## config.mk

```make
export PLATFORM = sky130hd
export DESIGN_NAME = spi_master_ctrl_flat
export DESIGN_NICKNAME = d
export VERILOG_FILES = /design/src/rtl/spi_master_ctrl_if.sv /design/src/rtl/spi_master_ctrl.sv /design/src/flat_wrapper.sv
export SDC_FILE = /design/constraint.sdc
export NUM_CORES = 1
export LEC_CHECK = 0
export CORE_UTILIZATION = 51
export DETAILED_ROUTE_END_ITERATION = 7
export GPL_TIMING_DRIVEN = 0
export PLACE_DENSITY = 0.78
export SLEW_MARGIN = 40
export SYNTH_ARGS = -nofsm -noshare
export SYNTH_HDL_FRONTEND = slang
export SYNTH_SLANG_ARGS = --single-unit
```

## constraint.sdc

```tcl
create_clock -name clk -period 2.2 [get_ports clk]
set_input_delay 0.55 -clock clk [delete_from_list [all_inputs] [get_ports clk]]
set_output_delay 0.55 -clock clk [all_outputs]
set_load 0.01 [all_outputs]
```

## src/rtl/spi_master_ctrl_if.sv

```systemverilog
// Command-side bus of spi_master_ctrl: host command request, read-back byte and status.
// Handshake: a command transfers on every rising clk edge where cmd_valid and cmd_ready
// are both high. The initiator holds cmd_op/cmd_data stable while cmd_valid is high and
// not yet accepted. cmd_ready never depends on cmd_valid. rd_data is qualified by the
// single-cycle rd_valid pulse and holds its value until the next pulse.
interface spi_master_ctrl_if;
  logic       cmd_valid;
  logic       cmd_ready;
  logic [1:0] cmd_op;
  logic [7:0] cmd_data;
  logic [7:0] rd_data;
  logic       rd_valid;
  logic       busy;
  logic       err;

  modport master (
    output cmd_valid, cmd_op, cmd_data,
    input  cmd_ready, rd_data, rd_valid, busy, err
  );

  modport slave (
    input  cmd_valid, cmd_op, cmd_data,
    output cmd_ready, rd_data, rd_valid, busy, err
  );
endinterface

```

## src/rtl/spi_master_ctrl.sv

```systemverilog
// spi_master_ctrl: initiator-side SPI engine. Sends one 10-bit command frame
// {cmd_op, cmd_data} per SS_n-low window, preceded by a path-select bit, and for
// read-data frames shifts in the slave's reply byte from MISO. The slave samples
// on clk, so there is no SCLK.
// Optional feature macro: SPI_SEQ_CHECK_EN (refuse rd-data commands that were not
// preceded by a rd-addr frame and pulse err instead).
module spi_master_ctrl #(
  parameter int unsigned RD_WAIT  = 2,  // HOLD cycle to MISO bit7 valid, 1..15
  parameter int unsigned IDLE_GAP = 1   // SS_n high cycles after each frame, 1..15
) (
  input  logic             clk,
  input  logic             rst,
  spi_master_ctrl_if.slave bus,
  output logic             SS_n,
  output logic             MOSI,
  input  logic             MISO,
  output logic [3:0]       o_dbg_state
);

  typedef enum logic [3:0] {
    S_IDLE  = 4'd0,
    S_START = 4'd1,
    S_CMD   = 4'd2,
    S_SHIFT = 4'd3,
    S_HOLD  = 4'd4,
    S_WAIT  = 4'd5,
    S_RECV  = 4'd6,
    S_END   = 4'd7,
    S_ERR   = 4'd8
  } state_t;

  localparam logic [3:0] LP_WAIT_LAST = 4'(RD_WAIT - 2);
  localparam logic [3:0] LP_GAP_LAST  = 4'(IDLE_GAP - 1);

  state_t     r_state;
  state_t     w_next;
  logic [3:0] r_cnt;
  logic [9:0] r_tx;
  logic [1:0] r_op;
  logic [7:0] r_shadow;
  logic [7:0] r_rd_data;
  logic       r_rd_valid;
  logic       r_busy;
  logic       r_err;
  logic       r_ss_n;
  logic       r_mosi;
  logic       w_accept;
  logic       w_block;

  assign bus.cmd_ready = (r_state == S_IDLE) & ~rst;
  assign w_accept      = bus.cmd_valid & bus.cmd_ready;
  assign bus.rd_data   = r_rd_data;
  assign bus.rd_valid  = r_rd_valid;
  assign bus.busy      = r_busy;
  assign bus.err       = r_err;
  assign SS_n          = r_ss_n;
  assign MOSI          = r_mosi;
  assign o_dbg_state   = r_state;

`ifdef SPI_SEQ_CHECK_EN
  logic r_armed;

  // Track whether a rd-addr frame has completed since the last rd-data frame.
  always_ff @(posedge clk) begin
    if (rst) begin
      r_armed <= 1'b0;
    end else if ((r_state != S_END) && (w_next == S_END)) begin
      if (r_op == 2'b10)      r_armed <= 1'b1;
      else if (r_op == 2'b11) r_armed <= 1'b0;
    end
  end

  assign w_block = (bus.cmd_op == 2'b11) & ~r_armed;
`else
  assign w_block = 1'b0;
`endif

  // Next-state selection; the shared counter r_cnt restarts on every state change.
  always_comb begin
    w_next = r_state;
    case (r_state)
      S_IDLE:  if (w_accept) w_next = w_block ? S_ERR : S_START;
      S_START: w_next = S_CMD;
      S_CMD:   w_next = S_SHIFT;
      S_SHIFT: if (r_cnt == 4'd9) w_next = S_HOLD;
      S_HOLD: begin
        if (r_op != 2'b11)  w_next = S_END;
        else if (RD_WAIT > 1) w_next = S_WAIT;
        else                w_next = S_RECV;
      end
      S_WAIT:  if (r_cnt == LP_WAIT_LAST) w_next = S_RECV;
      S_RECV:  if (r_cnt == 4'd7) w_next = S_END;
      S_END:   if (r_cnt == LP_GAP_LAST) w_next = S_IDLE;
      S_ERR:   w_next = S_IDLE;
      default: w_next = S_IDLE;
    endcase
  end

  // State/datapath registers; pin outputs are registered from the next state so
  // they line up exactly with the state they belong to.
  always_ff @(posedge clk) begin
    if (rst) begin
      r_state    <= S_IDLE;
      r_cnt      <= 4'd0;
      r_tx       <= 10'd0;
      r_op       <= 2'd0;
      r_shadow   <= 8'd0;
      r_rd_data  <= 8'd0;
      r_rd_valid <= 1'b0;
      r_busy     <= 1'b0;
      r_err      <= 1'b0;
      r_ss_n     <= 1'b1;
      r_mosi     <= 1'b0;
    end else begin
      r_state <= w_next;
      r_cnt   <= (w_next != r_state) ? 4'd0 : r_cnt + 4'd1;

      // r_tx[9] is always the next bit to put on MOSI.
      if (w_accept) begin
        r_tx <= {bus.cmd_op, bus.cmd_data};
        r_op <= bus.cmd_op;
      end else if (w_next == S_SHIFT) begin
        r_tx <= {r_tx[8:0], 1'b0};
      end

      if (r_state == S_RECV) r_shadow <= {r_shadow[6:0], MISO};

      r_rd_valid <= (r_state == S_RECV) && (w_next == S_END);
      if ((r_state == S_RECV) && (w_next == S_END)) r_rd_data <= {r_shadow[6:0], MISO};

      r_busy <= (w_next != S_IDLE);
      r_err  <= (w_next == S_ERR);
      r_ss_n <= !(w_next inside {S_START, S_CMD, S_SHIFT, S_HOLD, S_WAIT, S_RECV});
      r_mosi <= ((w_next == S_CMD) || (w_next == S_SHIFT)) ? r_tx[9] : 1'b0;
    end
  end

endmodule
```

## src/flat_wrapper.sv

```systemverilog
// flat-port wrapper written by rule: the top's interface ports become plain ports
module spi_master_ctrl_flat 
#(
  parameter int unsigned RD_WAIT  = 2,                                         
  parameter int unsigned IDLE_GAP = 1                                              
)
  (clk, rst, SS_n, MOSI, MISO, o_dbg_state, bus_cmd_valid, bus_cmd_op, bus_cmd_data, bus_cmd_ready, bus_rd_data, bus_rd_valid, bus_busy, bus_err);
  spi_master_ctrl_if bus_i ();
  input  logic clk;
  input  logic rst;
  output logic SS_n;
  output logic MOSI;
  input  logic MISO;
  output logic [3:0] o_dbg_state;
  input wire logic [$bits(bus_i.cmd_valid)-1:0] bus_cmd_valid;
  input wire logic [$bits(bus_i.cmd_op)-1:0] bus_cmd_op;
  input wire logic [$bits(bus_i.cmd_data)-1:0] bus_cmd_data;
  output wire logic [$bits(bus_i.cmd_ready)-1:0] bus_cmd_ready;
  output wire logic [$bits(bus_i.rd_data)-1:0] bus_rd_data;
  output wire logic [$bits(bus_i.rd_valid)-1:0] bus_rd_valid;
  output wire logic [$bits(bus_i.busy)-1:0] bus_busy;
  output wire logic [$bits(bus_i.err)-1:0] bus_err;
  assign bus_i.cmd_valid = bus_cmd_valid;
  assign bus_i.cmd_op = bus_cmd_op;
  assign bus_i.cmd_data = bus_cmd_data;
  assign bus_cmd_ready = bus_i.cmd_ready;
  assign bus_rd_data = bus_i.rd_data;
  assign bus_rd_valid = bus_i.rd_valid;
  assign bus_busy = bus_i.busy;
  assign bus_err = bus_i.err;
  spi_master_ctrl #(.RD_WAIT(RD_WAIT), .IDLE_GAP(IDLE_GAP)) u_core (.clk(clk), .rst(rst), .bus(bus_i), .SS_n(SS_n), .MOSI(MOSI), .MISO(MISO), .o_dbg_state(o_dbg_state));
endmodule
```

Word level (Yosys, flattened, before mapping)

Index checks and enable logic that the tools add are counted.

Register bits after elaboration: 40
Input bits: 14
Output and inout port bits: 18
Logic and storage cells: 54

$add $sub $neg: 1
Equality and inequality tests: 19
Multiplexer cells: 9
Bitwise operators: 4
Reductions and logical operators: 10

Operators by type and width:

| cell                | number |
|---|---|
| $eq 4x3->1 const B  | 9 |
| $pmux 4 s8          | 1 |
| $mux 10             | 2 |
| $mux 4              | 5 |
| $eq 4x2->1 const B  | 4 |
| $eq 4x1->1 const B  | 2 |
| $eq 4x4->1 const B  | 2 |
| $logic_not 4->1     | 2 |
| $reduce_bool 6->1   | 1 |
| $add 4x1->4 const B | 1 |
| $ne 4x4->1          | 1 |
| $reduce_bool 4->1   | 1 |
| $reduce_or 2->1     | 2 |
| $and 1x1->1         | 2 |
| $mux 2              | 1 |
| $ne 2x2->1 const B  | 1 |
| $not 1->1           | 2 |
| $reduce_bool 2->1   | 1 |
| $logic_and 1x1->1   | 1 |
| $logic_not 1->1     | 1 |
| $logic_or 1x1->1    | 1 |

Depth between registers and ports, before layout

Word-level depth: 9
Mapped depth: 8
Gate-level depth less buffers: 7

Worst setup path before layout

Ideal clock, no wire load.

Kind: reg2reg
From: register u_core.r_cnt[0]
To: register u_core.r_ss_n (netlist: u_core.SS_n)
Setup time: 120 ps
Arrival time: 1693 ps
Required time: 2080 ps
Path slack: 387 ps
Stages on the path, launching flop included: 8
Buffers on the path: 0
Clock period less this slack: 1813 ps
Cells stage by stage: dfxtp_1 -> inv_1 -> ha_1 -> nor3b_1 -> and4_1 -> or3_4 -> nor2b_4 -> a211o_1

Word-level cells in the longest chain between the ends: 6
Elaborated cells on any way between the ends: 16
Classes of those cells: eq/ne: 8; mux: 5; reduce/logical: 3

Ends and longest elaborated chain:

| what                                     | line                   | RTL |
|---|---|---|
| start: declaration                       | spi_master_ctrl.sv:37  | `logic [3:0] r_cnt;` |
| start signal: assignment                 | spi_master_ctrl.sv:116 | `r_cnt <= (w_next != r_state) ? 4'd0 : r_cnt + 4'd1;` |
| $eq 4x3->1, or another cell as far along | spi_master_ctrl.sv:92  | `S_RECV: if (r_cnt == 4'd7) w_next = S_END;` |
| $mux 4 (on tied branches)                | n/a                    |  |
| $pmux 4 s8 *                             | spi_master_ctrl.sv:81  | `case (r_state)` |
| $eq 4x1->1, or another cell as far along | spi_master_ctrl.sv:133 | `r_ss_n <= !(w_next inside {S_START, S_CMD, S_SHIFT, S_HOLD, S_WAIT, S_RECV});` |
| $reduce_bool 6->1 *                      | spi_master_ctrl.sv:133 |  |
| $logic_not 1->1 *                        | spi_master_ctrl.sv:133 |  |
| end signal: assignment                   | spi_master_ctrl.sv:133 |  |
| end: declaration                         | spi_master_ctrl.sv:45  | `logic r_ss_n;` |

Every way passes the cells marked *; elsewhere a longest branch is shown, timed or not.
A chain may end at the register's enable or synchronous reset.

Worst setup path after layout

From: register u_core.r_state[0] (netlist: u_core.o_dbg_state[0])
To: output port bus_cmd_ready

Word-level cells in the longest chain between the ends: 2

Ends and longest elaborated chain:

| what                     | line                   | RTL |
|---|---|---|
| start: declaration       | spi_master_ctrl.sv:35  | `state_t r_state;` |
| start signal: assignment | spi_master_ctrl.sv:115 | `r_state <= w_next;` |
| $logic_not 4->1          | spi_master_ctrl.sv:50  | `assign bus.cmd_ready = (r_state == S_IDLE) & ~rst;` |
| $and 1x1->1              | spi_master_ctrl.sv:50  |  |
| end: declaration         | flat_wrapper.sv:18     | `output wire logic [$bits(bus_i.cmd_ready)-1:0] bus_cmd_ready;` |

Every way passes these cells.

==> out/results.ini <==
[finish]
drive_above_1_share_pct=11.0
nNetsFinal=244
antenna_cells=0
final_area_um2=2190
syn_to_final_growth_pct=25.1

[logic_synthesis]
synth_xor_area_share_pct=1.00
synthArstFlopShare_pct=0
synthCells=189
seq_area_frac_synth_pct=45.7
synth_top_area_share_pct=45.7
yosys_warnings=0
synth-adder-area-share_pct=2.14
syn_area_um2=1750
netlist.top_cell.by_area=dfxtp_1
synthMuxAreaShare_pct=4.57
synth_flop_cell=dfxtp_1
yosys.area_share.simple_pct=22.9
synth_compound_area_share_pct=18.3
ys_ff_latch=40
synth_top_family_by_area=simple AND/OR/NAND/NOR gates
avgSynthCellArea_um2=9.26
yosys-top-cells-area=dfxtp_1 46%, nand2_1 6.4%, mux2i_1 4.6%
synth_cell_types=44
synth_edf_count=0

[worst_setup_path]
endpoint_kind=primary output
crit_required_ns=1.65
path_cells=buf_2 > nor3_2 > and2_1 > dlygate4sd2_1
path_max_fanout=10
critical_path.startpoint_type=flop
crit_arrival_ns=1.48
slowest_stage=dfxtp_1
crit_type=reg -> out
crit_path_max_incr_delay_ns=0.33

[cts]
cts_tree=yes
cts_root_buffer=clkbuf_4
cts_max_path_buffers=2
clkLatencyLatePin_ns=0.34
numCtsBuffers=5
clk_pin_slew_ns=0.10
htreeDepth=2
cts_setup_buffers=0
clock_sinks=40

[routing]
drc_errors=0
vias=1517
wl_per_cell_um=13.7
ant_nets=0
drtPass1Iterations=5
drt_wl_total_um=3720
via_per_inst=5.58
drt_iter0_drc=96

[timing]
setup_tns_ns=0
timing.final.crit_share_pct=92.3
setup_slack_ns=0.170
tightest_slew_ns=0.692
setup_viol=0
rsz0062_at_grt=false
hold_viol=0
clock.fmax_mhz=493
fin_skew_ns=0.0153
slew_viol_final=0
max-slew-margin-rel_pct=53.5
final.min_clock_period_ns=2.03

[place]
routabilityCongestion=0.820
dp_hpwl_um=2690
pre_cts_ws_ns=0.0526
port_buffers=30
place_area_um2=2110

[global_routing]
grt_usage_pct=22.7
grt_max_degree=13
grt_pass1_vias=1466
antenna_found_initial=0
grt_pass1_wl_um=6200
grt_remaining_overflow=0

[die]
core_area_um2=3150
die-width_um=60.6
die_area_um2=3670
initial_utilization_pct=55.5
ioPinCount=32
std_cell_rows=20
die_h_um=60.6

[pwr]
peakVddDrop_v=0.000528
power_w=0.00132
leakage_nw=0.864
p_per_area_nw_per_um2=603

[hold_path]
hp-class=reg -> reg

[flow_run]
max_cap_viol_count=0

[status]
status=complete, no violations

[path summary, 6_finish.rpt]
kind | start | to | slack (ns) | cells past startpoint
hold / removal | u_core.r_op[1] | u_core.r_op[1] | 0.46 | 2
setup reg to reg | u_core.r_cnt[0] | u_core.r_tx[3] | 0.23 | 7
hold reg to reg | u_core.r_op[1] | u_core.r_op[1] | 0.46 | 2
setup / recovery | u_core.o_dbg_state[0] | bus_cmd_ready | 0.17 | 4
[routing by layer]
metal	vias up	global-route usage [%]	wire length, um
met3	4	6.40	194
met2	53	37.8	1790
li1	757	-	-
met4	0	8.12	34
met1	703	28.1	1700
met5	-	0	0
[per-stage QoR]
step | hold slack, ns | util, % | cells
5_1_grt | 0.497 | 69.4 | 272
3_3_place_gp | 0.444 | 66.9 | 264
2_1_floorplan | 0.436 | - | 190
6_report | 0.464 | 69.4 | 272
3_5_place_dp | 0.451 | 66.9 | 264
4_1_cts | 0.466 | 69.4 | 272
[report_power, final]
part	leakage [nW]	internal (W)	total [W]	switching (W)
clock	0.0422	0.000238	0.000472	0.000233
sequential	0.325	0.000740	0.000751	0.0000109
combinational	0.498	0.0000475	0.0000982	0.0000507
total	0.864	0.00103	0.00132	0.000295
[critical path, delay by kind of cell, from the launching register on]
kind	cells	cell delay (ns)
buf+inv	2	0.44
flops	1	0.33
simple gates	2	0.38
[registers in the layout, indices dropped and copies added, names as in the netlist, 2 cells and up]
signal	count
u_core.bus.rd_data	8
u_core.r_op	2
u_core.r_tx	10
u_core.o_dbg_state	4
u_core.r_cnt	4
u_core.r_shadow	7
[what timing repair did]
action | in CTS | in global routing
gates resized for setup | 2 | 0
setup endpoints to repair | 1 | 0
hold buffers | 0 | 0
[synth_stat cells, types with 2 or more instances]
cell / number
clkbuf_1: 3
ha_1: 3
a211o_1: 2
and3_1: 2
o2111ai_1: 9
a21oi_1: 13
nand3_1: 3
and2_1: 2
a32oi_1: 9
nor2_1: 15
mux2i_1: 8
buf_2: 9
o21bai_1: 2
nand2_1: 30
nor3_1: 4
nand3b_1: 3
inv_1: 5
nor3b_1: 2
dfxtp_1: 40
[placed cells by master, fill, tap and decap left out, types with 2 or more instances in the layout]
cell | synthesis | final
o2111ai_1 | 9 | 9
a32oi_1 | 9 | 9
nor2_1 | 15 | 15
o21bai_1 | 2 | 2
nor3b_1 | 2 | 2
conb_1 | 1 | 2
inv_1 | 5 | 5
mux2i_1 | 8 | 8
nand3_1 | 3 | 3
dfxtp_1 | 40 | 40
a21oi_1 | 13 | 13
and3_1 | 2 | 2
ha_1 | 3 | 3
and2_1 | 2 | 2
nand2_1 | 30 | 30
clkbuf_1 | 3 | 4
clkbuf_4 | 0 | 5
nor3_1 | 4 | 3
nand3b_1 | 3 | 3
a211o_1 | 2 | 2
clkdlybuf4s50_1 | 0 | 29
buf_2 | 9 | 9
[cell type report]
cell class | count | area, um^2
Fill cell | 270 | 963
Multi-Input combinational cell | 131 | 868
Sequential cell | 40 | 801
Timing Repair Buffer | 30 | 299
Buffer | 13 | 67.6
Tap cell | 44 | 55.1
Clock buffer | 6 | 41.3
Clock inverter | 2 | 35.0
Inverter | 6 | 22.5
[cells by family (layout without fill, tap and decap cells)]
family,after synthesis,in the layout
other,1,2
XOR/XNOR,2,2
AO/OA/AOI/OAI,43,43
AND/OR/NAND/NOR,73,73
flip-flops,40,40
buffers and inverters,19,57
adder cells (fa/ha/maj),3,3
multiplexers,8,8
Power figures use the tool's default switching activity.
